===== config.mk =====
export PLATFORM = sky130hd
export DESIGN_NAME = vec_lane_sequencer
export DESIGN_NICKNAME = d
export VERILOG_FILES = /design/src/rtl/vec_lane_sequencer.sv
export SDC_FILE = /design/constraint.sdc
export NUM_CORES = 1
export LEC_CHECK = 0
export ABC_CLOCK_PERIOD_IN_PS = 3700
export CAP_MARGIN = 20
export CORE_ASPECT_RATIO = 2
export CORE_UTILIZATION = 52
export CTS_CLUSTER_DIAMETER = 200
export CTS_CLUSTER_SIZE = 8
export DETAILED_ROUTE_END_ITERATION = 8
export PLACE_DENSITY_LB_ADDON = 0.2
export SLEW_MARGIN = 10
export SYNTH_ARGS = -nofsm -noshare
export SYNTH_HDL_FRONTEND = slang
export SYNTH_SLANG_ARGS = --single-unit

===== constraint.sdc =====
create_clock -name I_CLOCK -period 3.7 [get_ports I_CLOCK]
set_input_delay 0.74 -clock I_CLOCK [delete_from_list [all_inputs] [get_ports I_CLOCK]]
set_output_delay 0.74 -clock I_CLOCK [all_outputs]
set_load 0.005 [all_outputs]

===== src/rtl/vec_lane_sequencer.sv =====
// Vector-op sequencer: feeds one lane per cycle to a shared lane ALU and assembles the 64-bit result; VSEQ_COMPMOV_FAST_EN lets VCOMPMOV skip the ALU.
// Latency: accept edge, then 4 unstalled RUN edges to DONE (1 for fast VCOMPMOV); one DONE edge back to IDLE.
// Backpressure: O_Ready only in IDLE; I_GPUStallSignal freezes RUN progress and holds DONE with the write enable asserted.
module vec_lane_sequencer #(
    parameter int LANES         = 4,
    parameter int LANE_W        = 16,
    parameter int VREG_ID_WIDTH = 5
) (
    input  logic                       I_CLOCK,
    input  logic                       I_RESET_N,
    input  logic                       I_Valid,
    output logic                       O_Ready,
    input  logic [1:0]                 I_Op,
    input  logic [LANES*LANE_W-1:0]    I_VecSrc1Value,
    input  logic [LANES*LANE_W-1:0]    I_VecSrc2Value,
    input  logic [LANE_W-1:0]          I_Scalar,
    input  logic [1:0]                 I_Idx,
    input  logic [VREG_ID_WIDTH-1:0]   I_DestVRegIdx,
    input  logic                       I_GPUStallSignal,
    output logic [1:0]                 O_LaneOp,
    output logic [LANE_W-1:0]          O_LaneA,
    output logic [LANE_W-1:0]          O_LaneB,
    input  logic [LANE_W-1:0]          I_LaneResult,
    output logic [LANES*LANE_W-1:0]    O_VecDestValue,
    output logic [VREG_ID_WIDTH-1:0]   O_DestVRegIdx,
    output logic                       O_VRegWEn,
    output logic                       O_Busy_Signal
);

    localparam int VEC_W = LANES * LANE_W;

    localparam logic [1:0] OP_VMOV     = 2'b10;
    localparam logic [1:0] OP_VCOMPMOV = 2'b11;

    typedef enum logic [1:0] {
        ST_IDLE = 2'd0,
        ST_RUN  = 2'd1,
        ST_DONE = 2'd2
    } state_t;

    state_t                     state_q, state_d;
    logic [1:0]                 cnt_q, cnt_d;
    logic [1:0]                 op_q, op_d;
    logic [1:0]                 idx_q, idx_d;
    logic [VEC_W-1:0]           src1_q, src1_d;
    logic [VEC_W-1:0]           src2_q, src2_d;
    logic [LANE_W-1:0]          scalar_q, scalar_d;
    logic [VREG_ID_WIDTH-1:0]   dest_q, dest_d;
    logic [VEC_W-1:0]           result_q, result_d;

    logic [LANE_W-1:0]          src1_lane;
    logic [LANE_W-1:0]          src2_lane;

    assign src1_lane = src1_q[cnt_q*LANE_W +: LANE_W];
    assign src2_lane = src2_q[cnt_q*LANE_W +: LANE_W];

    always_comb begin
        state_d  = state_q;
        cnt_d    = cnt_q;
        op_d     = op_q;
        idx_d    = idx_q;
        src1_d   = src1_q;
        src2_d   = src2_q;
        scalar_d = scalar_q;
        dest_d   = dest_q;
        result_d = result_q;
        O_LaneOp = 2'b00;
        O_LaneA  = '0;
        O_LaneB  = '0;

        case (state_q)
            ST_IDLE: begin
                if (I_Valid && !I_GPUStallSignal) begin
                    op_d     = I_Op;
                    idx_d    = I_Idx;
                    src1_d   = I_VecSrc1Value;
                    src2_d   = I_VecSrc2Value;
                    scalar_d = I_Scalar;
                    dest_d   = I_DestVRegIdx;
                    cnt_d    = 2'd0;
                    state_d  = ST_RUN;
                end
            end
            ST_RUN: begin
                O_LaneA = src1_lane;
                if (op_q == OP_VCOMPMOV) begin
                    // Compare-move rides the ALU's MOV path, which forwards operand B.
                    O_LaneOp = OP_VMOV;
                    O_LaneB  = (cnt_q == idx_q) ? scalar_q : src1_lane;
                end else begin
                    O_LaneOp = op_q;
                    O_LaneB  = src2_lane;
                end

                if (!I_GPUStallSignal) begin
`ifdef VSEQ_COMPMOV_FAST_EN
                    if (op_q == OP_VCOMPMOV) begin
                        result_d = src1_q;
                        result_d[idx_q*LANE_W +: LANE_W] = scalar_q;
                        cnt_d   = 2'd0;
                        state_d = ST_DONE;
                    end else
`endif
                    begin
                        result_d[cnt_q*LANE_W +: LANE_W] = I_LaneResult;
                        if (cnt_q == 2'(LANES - 1)) begin
                            cnt_d   = 2'd0;
                            state_d = ST_DONE;
                        end else begin
                            cnt_d = cnt_q + 2'd1;
                        end
                    end
                end
            end
            ST_DONE: begin
                if (!I_GPUStallSignal) begin
                    state_d = ST_IDLE;
                end
            end
            default: begin
                state_d = ST_IDLE;
                cnt_d   = 2'd0;
            end
        endcase
    end

    always_ff @(negedge I_CLOCK or negedge I_RESET_N) begin
        if (!I_RESET_N) begin
            state_q  <= ST_IDLE;
            cnt_q    <= 2'd0;
            op_q     <= 2'b00;
            idx_q    <= 2'd0;
            src1_q   <= '0;
            src2_q   <= '0;
            scalar_q <= '0;
            dest_q   <= '0;
            result_q <= '0;
        end else begin
            state_q  <= state_d;
            cnt_q    <= cnt_d;
            op_q     <= op_d;
            idx_q    <= idx_d;
            src1_q   <= src1_d;
            src2_q   <= src2_d;
            scalar_q <= scalar_d;
            dest_q   <= dest_d;
            result_q <= result_d;
        end
    end

    assign O_Ready        = (state_q == ST_IDLE);
    assign O_Busy_Signal  = !O_Ready;
    assign O_VRegWEn      = (state_q == ST_DONE);
    assign O_VecDestValue = result_q;
    assign O_DestVRegIdx  = dest_q;

endmodule


After elaboration in Yosys (flattened, before gate mapping)
Cells that the tools add are included.
{ "op_classes": {"add_sub_neg": 2, "eq_ne": 9, "n_shift": 4, "muxes": 16, "bitwise_logic": 2, "n_reduce_logical": 8} }
{ "ops": {"columns": ["operator", "n"], "rows": [
  ["indexed part select 64 x 7 -> 16 bit", 2],
  ["bitwise mux 64 bit", 1],
  ["2-to-1 mux 16 bit", 4],
  ["variable shift 16 x 34 -> 64 bit (first input constant)", 1],
  ["indexed part select 16 x 34 -> 64 bit", 1],
  ["negation 6 -> 34 bit", 1],
  ["2-to-1 mux 2 bit", 9],
  ["one-hot mux 2 bit (3 select lines)", 2],
  ["== test 2 bit (second input constant)", 3],
  ["inequality test 2 bit (second input constant)", 3],
  ["AND reduction 2 bit", 2],
  ["AND reduction 4 bit", 1],
  ["AND reduction 3 bit", 1],
  ["adder 2 x 1 -> 2 bit (second input constant)", 1],
  ["== test 2 x 1 -> 1 bit (second input constant)", 1],
  ["== test 2 bit", 1],
  ["zero test 1 bit", 2],
  ["zero test 2 bit", 1],
  ["inequality test 2 x 1 -> 1 bit (second input constant)", 1],
  ["inverter 1 bit", 2],
  ["logical AND 1 bit", 1]
]} }
{ "totals": {"regBits": 221} }

Depth between registers and ports, before layout
{ "depth": {"word_depth": 4, "ltp_mapped": 9} }

==> qor.csv <==
metric;value;unit
rsz0062_at_grt;true;
io_pins;279;
cts_tree;done;
wire_per_inst;21.9;um
maxUsedRoutingLayer;met4;
cp.arrival;4.10;ns
finClkSkew;0.00959;ns
p_seq_share;32.6;%
ys_seq_area_share;56.3;%
worstSkewPairLatency;0.53;ns
worst_r2r_path_depth;10;
crit_top_cell;buf_12;
setup_viol;37;
grtUsageTotal;29.7;%
final_nets;1284;
via_per_inst;5.68;
met2_length;16200;um
ys_types;37;
rows;70;
drive_gt1_share;47.3;%
hold_buffers;0;
grt_pass1_wl;43900;um
rr_startpoint;cnt_q[0];
status;complete, but fails checks;
clk_pin_slew;0.04;ns
max-cap-violations;0;
slew_viol_final;0;
p_leak;6.62;nW
holdPathEnd;O_VecDestValue[3];
synth-warning-count;0;
yosys_register_bits;221;
p_switching;4.22;mW
stdcell_count;1325;
antenna_left;0;
antenna_found_initial;5;
crit_slowest_cell;mux4_2;
cts-root-buf;clkbuf_16;
syn_area_per_cell;13.9;sq um
max_stage_delay;0.51;ns
clkPwrFrac;18.3;%
path_cells;buf_12 -> buf_12 -> buf_6 -> mux4_2 -> o21ai_2 -> a31oi_2 -> buf_2;
wl_met3;1580;um
die_y;196;um
syn-num-nets;887;
clk_path_buf_depth;3;
vias;7521;
min_path_cells;2;
cts.sinks;221;
grt_max_degree;56;
fp.dieW;99.1;um
numCtsBuffers;31;
combinationalPowerShare;49.1;%
fin_area;14700;sq um
path_class;flop to output port;
finalWorstSetupSlack;-1.14;ns
core-area;18400;sq um
fill_cells;1097;
dieArea;19500;sq um
met1Wirelength;9860;um
dr.pass1.iters;4;
gp_congestion;0.832;
hold_path.class;flop to flop;
tightestPinTransition;0.894;ns
cp_top_family;buffers and inverters;
drtIter0Drc;308;
dpl.cell_count;1216;
portBuffers;278;
r2r_slack;0.88;ns
start_kind;flop;
seq_area;5530;sq um
rr_endpoint;O_VecDestValue[37];
path_max_fanout;7;
internal_power;8.77;mW
switching_share;32.5;%
placed_cell_area;13400;sq um
drc;0;
violations;setup timing;
grt_overflow;0;
vdd_drop_max;770;uV
hold_start;O_VecDestValue[3];
relSlewSlack;40.1;%
finalHoldViolations;0;
worstPathRequired;2.96;ns
cts_htree_levels;1;
hpwlAfterDp;19800;um
synthCells;708;
syn-cell-area;9810;sq um
powerDensity;884;nW/um^2
grt_pass1_vias;8232;
critPathBufInv;4;
area_delta_synth_final;49.7;%
drt_wl_total;29000;um
crit_path_end_kind;output port;
start_util;53.4;%
multi_input_area;4140;sq um
==> through the flow <==
| step | power (mW) | util (%) | worst slack [ns] | setup TNS [ns] | hold WS, ns |
|---|---|---|---|---|---|
| floorplan | 6.94 | - | -0.471 | -12.23 | 0.434 |
| global placement | 9.55 | 72.7 | -0.890 | -124.57 | 0.422 |
| detailed placement | 9.70 | 72.7 | -0.978 | -126.47 | 0.430 |
| CTS | 12.5 | 78.5 | -1.14 | -35.59 | 0.425 |
| global route | 13.6 | 79.9 | -1.22 | -37.48 | 0.438 |
| finish | 13.0 | 79.9 | -1.14 | -35.02 | 0.420 |
==> per-layer routing <==
layer | up-vias | GRT usage, %
met3 | 77 | 4.81
met4 | 0 | 16.6
li1 | 3359 | -
met2 | 316 | 55.5
met1 | 3769 | 31.0
met5 | - | 0
==> registers in the layout, summed over array words and instances, names as in the netlist <==
| signal | count |
|---|---|
| op_q | 2 |
| src1_q | 64 |
| O_VecDestValue | 64 |
| cnt_q | 2 |
| src2_q | 64 |
| O_DestVRegIdx | 5 |
| scalar_q | 16 |
| state_q | 2 |
| idx_q | 2 |
==> layout make-up <==
class,instances,area share [%]
clock buffers,31,5.28
inverters,5,0.145
multi-input cells,430,28.2
diodes,5,0.0851
clock inverters,1,0.0341
repair buffers,416,26.8
flip-flops and latches,221,37.6
well taps,216,1.84
==> worst max-delay path by stage <==
stage,from,end,slack (ns),cells past startpoint
floorplan,cnt_q[0],O_LaneB[14],-0.47,5
CTS,cnt_q[0],O_LaneB[11],-1.14,7
global placement,cnt_q[0],O_LaneB[0],-0.89,5
detailed placement,cnt_q[0],O_LaneB[0],-0.98,5
finish,cnt_q[0],O_LaneB[0],-1.14,7
global route,cnt_q[0],O_LaneB[12],-1.22,8
==> worst reg2reg max path, cell delays in order, from the launching register on <==
cell	delay, ns
dfrtn_1	0.43
buf_12	0.15
buf_12	0.13
buf_6	0.10
buf_4	0.10
buf_4	0.16
inv_2	0.10
ha_1	0.46
nor4b_4	0.79
nand2_1	0.23
o21ai_0	0.19
==> cell usage in the layout (no fill, tap or decap), drive strengths merged <==
cell | synthesis | routed
dlymetal6s2s | 0 | 1
nor2b | 2 | 2
nand4bb | 4 | 4
nor3b | 1 | 1
nor4b | 2 | 2
mux2 | 153 | 153
ha | 6 | 6
and3 | 1 | 1
a22oi | 2 | 2
o21ai | 64 | 64
clkdlybuf4s50 | 0 | 170
nand3 | 16 | 16
nand2 | 64 | 64
o2bb2ai | 2 | 2
a32o | 1 | 1
diode | 0 | 5
a21oi | 2 | 2
and3b | 1 | 1
buf | 33 | 242
bufbuf | 0 | 1
xor2 | 2 | 2
mux4 | 32 | 32
clkinv | 0 | 1
a211oi | 1 | 1
clkbuf | 19 | 33
xnor2 | 2 | 2
nor3 | 1 | 1
dfrtn | 221 | 221
and2 | 18 | 18
a31oi | 16 | 16
nor2 | 4 | 4
inv | 5 | 5
or3b | 1 | 1
a22o | 32 | 32
==> Yosys cell counts (all sizes together) <==
library cell	instances	area share, %
a211oi	1	0.077
a21oi	2	0.10
a22o	32	3.0
a22oi	2	0.15
a31oi	16	1.0
a32o	1	0.10
and2	18	1.1
and3	1	0.064
and3b	1	0.089
buf	33	2.4
clkbuf	19	0.73
dfrtn	221	56
ha	6	0.76
inv	5	0.19
mux2	153	18
mux4	32	7.3
nand2	64	2.4
nand3	16	0.82
nand4bb	4	0.46
nor2	4	0.18
nor2b	2	0.13
nor3	1	0.17
nor3b	1	0.19
nor4b	2	0.48
o21ai	64	3.3
o2bb2ai	2	0.18
or3b	1	0.089
xnor2	2	0.26
xor2	2	0.26
==> logic make-up (layout without fill, tap and decap cells) <==
logic type / after synthesis / in the layout / synth area share, %
flops: 221 / 221 / 56.3
fa+ha+maj: 6 / 6 / 0.765
simple gates: 115 / 115 / 6.26
compound gates: 120 / 120 / 7.88
xor+xnor: 4 / 4 / 0.510
mux: 185 / 185 / 24.9
other cells: 0 / 5 / 0
buf+inv: 57 / 453 / 3.34
==> timing repair <==
action / in CTS / in global routing
pin swaps: 34 / 23
gates cloned: 4 / 2
setup endpoints to repair: 123 / 158
gates resized for setup: 481 / 48
setup buffers: 57 / 12
==> power groups by stage <==
stage | logic [mW] | registers, mW | clock network, mW
6_report | 6.37 | 4.23 | 2.38
3_3_place_gp | 5.37 | 4.18 | 0
4_1_cts | 5.92 | 4.19 | 2.41
2_1_floorplan | 2.91 | 4.03 | 0
3_5_place_dp | 5.47 | 4.23 | 0
5_1_grt | 6.79 | 4.33 | 2.52
Power figures use the tool's default switching activity.
